--- config.mk ---
export PLATFORM = sky130hd
export DESIGN_NAME = trace_arbiter
export DESIGN_NICKNAME = d
export VERILOG_FILES = /design/src/rtl/trace_pkg.sv /design/src/rtl/rr_arbiter.sv /design/src/rtl/trace_arbiter.sv
export SDC_FILE = /design/constraint.sdc
export NUM_CORES = 1
export LEC_CHECK = 0
export CELL_PAD_IN_SITES_DETAIL_PLACEMENT = 1
export CELL_PAD_IN_SITES_GLOBAL_PLACEMENT = 1
export CORE_ASPECT_RATIO = 1.2
export CORE_UTILIZATION = 40
export DETAILED_ROUTE_END_ITERATION = 7
export DONT_BUFFER_PORTS = 1
export MAX_ROUTING_LAYER = met4
export PLACE_DENSITY = 0.79
export SLEW_MARGIN = 15
export SYNTH_ARGS = -nofsm -noshare
export SYNTH_HDL_FRONTEND = slang
export SYNTH_SLANG_ARGS = --single-unit
--- constraint.sdc ---
create_clock -name clk -period 2 [get_ports clk]
set_input_delay 0.4 -clock clk [delete_from_list [all_inputs] [get_ports clk]]
set_output_delay 0.4 -clock clk [all_outputs]
set_load 0.1 [all_outputs]
--- src/rtl/trace_pkg.sv ---
// Shared definitions for the trace arbiter: FSM encoding and the helpers that
// derive record field widths from the block parameters.
package trace_pkg;

    typedef enum logic {
        ST_IDLE  = 1'b0,
        ST_WRITE = 1'b1
    } state_t;

    // Bounded loop keeps this usable for constant elaboration as well as synthesis.
    function automatic int clog2(input int n);
        int r;
        r = 0;
        for (int i = 0; i < 31; i++) begin
            if ((1 << i) < n) r = i + 1;
        end
        return r;
    endfunction

    function automatic int id_width(input int num_src);
        return (clog2(num_src) < 1) ? 1 : clog2(num_src);
    endfunction

    function automatic int ts_width(input int width, input int evt_width, input int num_src);
        return width - evt_width - id_width(num_src);
    endfunction

endpackage

--- src/rtl/rr_arbiter.sv ---
// Round-robin selector: first eligible requester at or after ptr, wrapping
// around; masked requesters are skipped for this cycle.
module rr_arbiter #(
    parameter int NUM_REQ   = 4,
    parameter int IDX_WIDTH = 2
) (
    input  logic [NUM_REQ-1:0]   req,
    input  logic [NUM_REQ-1:0]   mask,
    input  logic [IDX_WIDTH-1:0] ptr,
    output logic                 grant_valid,
    output logic [IDX_WIDTH-1:0] grant_idx
);

    logic [NUM_REQ-1:0] eligible;

    assign eligible = req & ~mask;

    always_comb begin : search
        int idx;
        // NOTE: every combinational output gets a default before any branch, so
        // no path leaves it unassigned and no latch is inferred.
        idx         = 0;
        grant_valid = 1'b0;
        grant_idx   = '0;
        for (int k = 0; k < NUM_REQ; k++) begin
            idx = int'(ptr) + k;
            if (idx >= NUM_REQ) idx = idx - NUM_REQ;
            if (!grant_valid && eligible[idx]) begin
                grant_valid = 1'b1;
                grant_idx   = IDX_WIDTH'(idx);
            end
        end
    end

endmodule

--- src/rtl/trace_arbiter.sv ---
// Merges per-source trace events into timestamped records for a single FIFO,
// one record per cycle when sustained, with round-robin fairness.
module trace_arbiter
    import trace_pkg::*;
#(
    parameter int NUM_SRC   = 4,
    parameter int EVT_WIDTH = 16,
    parameter int WIDTH     = 32
) (
    input  logic                         clk,
    input  logic                         rstn,
    input  logic                         enable,
    input  logic [NUM_SRC-1:0]           src_req,
    input  logic [NUM_SRC*EVT_WIDTH-1:0] src_data,
    output logic [NUM_SRC-1:0]           src_ack,
    output logic [WIDTH-1:0]             fifo_din,
    output logic                         fifo_write,
    input  logic                         fifo_full,
    output logic                         busy,
    output logic [15:0]                  stall_cnt
);

    localparam int ID_WIDTH = id_width(NUM_SRC);
    localparam int TS_WIDTH = ts_width(WIDTH, EVT_WIDTH, NUM_SRC);

    if (TS_WIDTH < 4) begin : g_ts_too_narrow
        $error("trace_arbiter: timestamp field is %0d bits, at least 4 required", TS_WIDTH);
    end
    if (NUM_SRC < 2 || NUM_SRC > 8) begin : g_bad_num_src
        $error("trace_arbiter: NUM_SRC=%0d outside 2..8", NUM_SRC);
    end

    // Reset asserts immediately but releases two clocks after rstn rises.
    logic [1:0] rst_sync;
    logic       core_rst_n;

    always_ff @(posedge clk or negedge rstn) begin
        // NOTE: clocked state is always updated with non-blocking assignments so
        // every flop samples pre-edge values regardless of statement order.
        if (!rstn) rst_sync <= 2'b00;
        else       rst_sync <= {rst_sync[0], 1'b1};
    end

    assign core_rst_n = rst_sync[1];

    state_t                state_q, state_d;
    logic [TS_WIDTH-1:0]   ts_q;
    logic [ID_WIDTH-1:0]   rr_ptr_q, next_ptr;
    logic [15:0]           stall_q;
    logic [WIDTH-1:0]      record_q, new_record;
    logic [NUM_SRC-1:0]    ack_q, ack_d;
    logic                  grant_valid;
    logic [ID_WIDTH-1:0]   grant_idx;
    logic [EVT_WIDTH-1:0]  payload;
    logic                  write_ok;
    logic                  load;

    // The source acked this cycle still shows its old request; mask it.
    rr_arbiter #(
        .NUM_REQ  (NUM_SRC),
        .IDX_WIDTH(ID_WIDTH)
    ) u_rr (
        .req        (src_req),
        .mask       (ack_q),
        .ptr        (rr_ptr_q),
        .grant_valid(grant_valid),
        .grant_idx  (grant_idx)
    );

    assign write_ok   = (state_q == ST_WRITE) && !fifo_full;
    assign payload    = src_data[int'(grant_idx)*EVT_WIDTH +: EVT_WIDTH];
    assign new_record = {grant_idx, ts_q, payload};
    assign next_ptr   = (grant_idx == ID_WIDTH'(NUM_SRC - 1)) ? '0 : grant_idx + ID_WIDTH'(1);

    always_comb begin
        state_d = state_q;
        load    = 1'b0;
        ack_d   = '0;
        unique case (state_q)
            ST_IDLE: begin
                if (enable && grant_valid) begin
                    load    = 1'b1;
                    state_d = ST_WRITE;
                end
            end
            ST_WRITE: begin
                // A stalled record holds; a drained one chains straight into the next.
                if (!fifo_full) begin
                    if (enable && grant_valid) load = 1'b1;
                    else                       state_d = ST_IDLE;
                end
            end
            default: state_d = ST_IDLE;
        endcase
        if (load) ack_d[grant_idx] = 1'b1;
    end

    always_ff @(posedge clk or negedge core_rst_n) begin
        if (!core_rst_n) begin
            state_q  <= ST_IDLE;
            ts_q     <= '0;
            rr_ptr_q <= '0;
            stall_q  <= '0;
            record_q <= '0;
            ack_q    <= '0;
        end else begin
            state_q <= state_d;
            ack_q   <= ack_d;
            if (enable) ts_q <= ts_q + TS_WIDTH'(1);
            if (load) begin
                record_q <= new_record;
                rr_ptr_q <= next_ptr;
            end
            if (state_q == ST_WRITE && fifo_full && stall_q != 16'hFFFF) begin
                stall_q <= stall_q + 16'd1;
            end
        end
    end

    assign src_ack    = ack_q;
    assign fifo_din   = record_q;
    assign fifo_write = write_ok;
    assign busy       = (state_q != ST_IDLE);
    assign stall_cnt  = stall_q;

endmodule

==> results.txt <==
----------------------------------------------------
[Logic synthesis]
  Adder and majority cell fraction of the synthesized area ... 0.02132
  Post-synth cell types ... 45
  Post-synthesis async set-or-reset flop share ... 1.000
  Cell types occupying the most area after synthesis ... dfrtp_1 50%, nand2_1 6.2%, a221o_1 4.5%
  Nets in the synthesized netlist ... 415
  Post-synthesis share of cell area spent on and, or, nand and nor gates ... 0.1873
  Proportion of synthesized chip area in sequential cells ... 0.5046
  Multiplexer share of the synthesized area ... 0.06716
  Flip-flop and latch count after synthesis ... 71
  Most used flip-flop cell after synthesis ... dfrtp_1
  Xor/xnor cell area share of the yosys netlist ... 0.06716
  Compound-gate portion of the synthesized area ... 0.1237
  Most repeated cell in the gate-level netlist after synthesis ... dfrtp_1
  Synth cell count leaders ... 71 x dfrtp_1, 58 x nand2_1, 27 x nand3_1, 21 x a21oi_1, 18 x xnor2_1
  Dominant combinational cell family by area after synthesis ... simple AND/OR/NAND/NOR gates
  Yosys top cell area share ... 0.5046
  Instance count of the mapped netlist ... 337
  Number of synthesized flops with an enable pin ... 0
  Netlist area before placement ... 0.003521 mm^2
  Number of warning messages in the yosys log ... 0
  Mean Syn Cell Area ... 10.45 um^2
  Yosys top cell by area ... dfrtp_1

[Timing]
  Endpoints failing hold ... 0
  Max_slew headroom ... 0.3678
  Worst-case clock skew ... 7.580 ps
  Final Worst Setup Slack ... -53.39 ps
  Aggregate negative setup slack ... -575.4 ps
  Number of setup violations in the final report ... 16
  Slew of the pin with the lowest slew margin ... 948.3 ps
  Final worst path period share ... 1.027
  RSZ-0062 raised after global routing ... yes
  Max Freq ... 0.4870 GHz
  Final Max Tran Viols ... 0
  Clock period minus worst slack ... 2053 ps

[Critical path]
  Endpoint of the lowest-slack register-to-register path ... fifo_din[15]
  CP Launch Type ... flip-flop
  CP Cell Sequence ... or3b_1 > a31o_2 > nor2_4 > inv_8 > mux2_4 > a221o_1
  Crit path depth ... 6
  Highest fanout seen on the critical path ... 17
  R2R setup slack ... -50 ps
  Family with the most delay on the worst path ... simple AND/OR/NAND/NOR gates
  Endpoint arrival time on the critical path ... 2280 ps
  Launch point of the worst path ... rr_ptr_q[1]
  Critical setup path kind ... flip-flop to flip-flop
  Capturing element type of the critical path ... flip-flop
  Maximum cell stage delay along the critical path ... 400 ps
  Critical Path Sink ... fifo_din[15]
  Master of the slowest instance on the critical path ... dfrtp_1
  Data required time of the critical path ... 2230 ps
  Critical register-to-register path startpoint ... rr_ptr_q[1]
  Worst R2R Path Depth ... 6
  CP Buf/Inv Count ... 1

[Run status]
  Violations in the final reports ... setup timing
  Run status ... finished with violations

[Clocking]
  Deepest clock path buffer count ... 2
  Number of sinks driven by the clock tree ... 71
  Deepest level of the CTS H-tree ... 3
  Clock tree from TritonCTS ... built
  Clock insertion delay at the later pin of the skew report ... 340 ps
  Clock slew at the register clock pins of the worst setup and hold paths ... 80 ps
  Number of CTS-inserted buffers ... 9
  Root Buffer ... clkbuf_8

[Placed design]
  Total instance count after detailed placement ... 497
  Post-detailed-placement half-perimeter wirelength ... 7024 um
  Area post-placement ... 0.004075 mm^2
  Routability cong. ... 0.8591
  Setup slack after placement ... -167.1 ps
  Port Buffer Count ... 0

[Die]
  Placeable core area ... 0.008564 mm^2
  Die boundary width ... 87.65 um
  Area of the die ... 0.009183 mm^2
  Initial core utilization ... 0.4111
  Die height ... 104.8 um
  Boundary pin count ... 126
  Site row count ... 37

[Routing]
  First-pass DRT Iterations ... 7
  Remaining design rule violation count ... 0
  Antenna violation net count after detailed routing ... 0
  Detailed router's first-iteration violation count ... 81
  Total Routed Length ... 9562 um
  Average wire per cell in the routed design ... 18.32 um
  Vias per cell ... 5.471
  Total via count after detailed routing ... 2856

[Global routing]
  Global-route wire length before repair ... 15420 um
  Initial antenna violation count ... 0
  Grt ovf ... 0
  Number of global-route vias before repair ... 3104
  Tot GR Track Use ... 0.2264
  Maximum number of pins on one net before global-route repair ... 70

[Power and ir drop]
  Power density of the placed cells ... 1691 mW/mm^2
  VDD IR-drop max ... 1278 uV
  Leakage dissipation ... 2.078 nW

[Finish]
  Signed area change from the synthesized netlist to the final layout ... 26.08%
  Fraction of layout cells with a size suffix above 1 ... 0.3358
  Antenna Cells ... 0
  Count of nets after finishing ... 478
  Final instance area ... 0.004439 mm^2
  Final core occ ... 0.5183
  Post-Layout Cell Count ... 522

[Min path]
  Class of the most critical hold timing path ... input pin to flip-flop

[Flow run]
  Number of maximum-capacitance constraint violations ... 0

----------------------------------------------------
metrics by stage:
stage               total power [W]  hold WS, ps
detailed placement         0.006185        104.5
finish                     0.007507        139.6
global placement           0.006057        104.4
CTS                        0.007470        116.1
floorplan                  0.005435        104.4
global route               0.007876        112.9
worst min-delay path by stage:
stage | from | end | depth (start not counted)
floorplan | rstn | rst_sync[0] | 0
global placement | rstn | rst_sync[0] | 0
detailed placement | rstn | rst_sync[1] | 0
CTS | enable | ts_q[0] | 1
global route | enable | ts_q[0] | 1
finish | enable | ts_q[0] | 1
power breakdown:
part / internal [W] / switching, W / leakage (nW)
combinational: 0.000991 / 0.00205 / 1.08
clock: 0.000675 / 0.000522 / 0.109
sequential: 0.00181 / 0.00146 / 0.893
state kept, by name, summed over array words and instances, names as in the netlist:
register and cells:
fifo_din 32, ts_q 14, rr_ptr_q 2, rst_sync 2
src_ack 4, busy 1, stall_cnt 16
cell type report:
class / instances / area (um^2)
Tap cell: 117 / 146.4
Clock buffer: 13 / 168.9
Timing Repair Buffer: 64 / 536.8
Fill cell: 955 / 4125
Inverter: 3 / 18.77
Sequential cell: 71 / 1800
Clock inverter: 3 / 40.04
Multi-Input combinational cell: 251 / 1728
kinds of logic (layout without fill, tap and decap cells):
family,after synthesis,in the layout
buf+inv,15,83
compound gates,64,64
simple gates,135,135
flops,71,71
other cells,1,1
fa+ha+maj,6,6
xor+xnor,27,27
mux,18,18
cells in the final DEF, fill, tap and decap left out, types with 2 or more instances in the layout:
master and instances:
nand2_1 58, clkbuf_8 12, nand4_1 7, a221o_1 16, and2_1 2, dfrtp_2 19, mux2_4 9, xnor2_1 18
a21o_1 3, and4_1 3, nor2b_2 2, nor2_1 10, xor2_1 9, o21ai_0 16, nor3_1 3, ha_1 6
dfrtp_1 52, mux2_2 9, nand3_1 27, clkinv_2 2, nor2_4 3, buf_12 4, buf_4 58, and3_1 7
a21oi_1 19
repair_timing:
| item | CTS | global route |
|---|---|---|
| gates cloned | 0 | 0 |
| endpoints found under the hold margin | 2 | 0 |
| setup endpoints to repair | 33 | 23 |
| gates resized for setup | 7 | 10 |
| setup buffers | 4 | 4 |
| hold buffers | 1 | 0 |
| pin swaps | 1 | 6 |
routing by layer:
layer / vias up / GRT usage / wire length (um)
li1: 1329 / - / -
met4: 0 / 0.07260 / 174
met2: 109 / 0.3867 / 5056
met5: - / - / 0
met3: 16 / 0.06477 / 618
met1: 1402 / 0.2510 / 3713
Note: power is estimated with default switching activity, not from simulation.
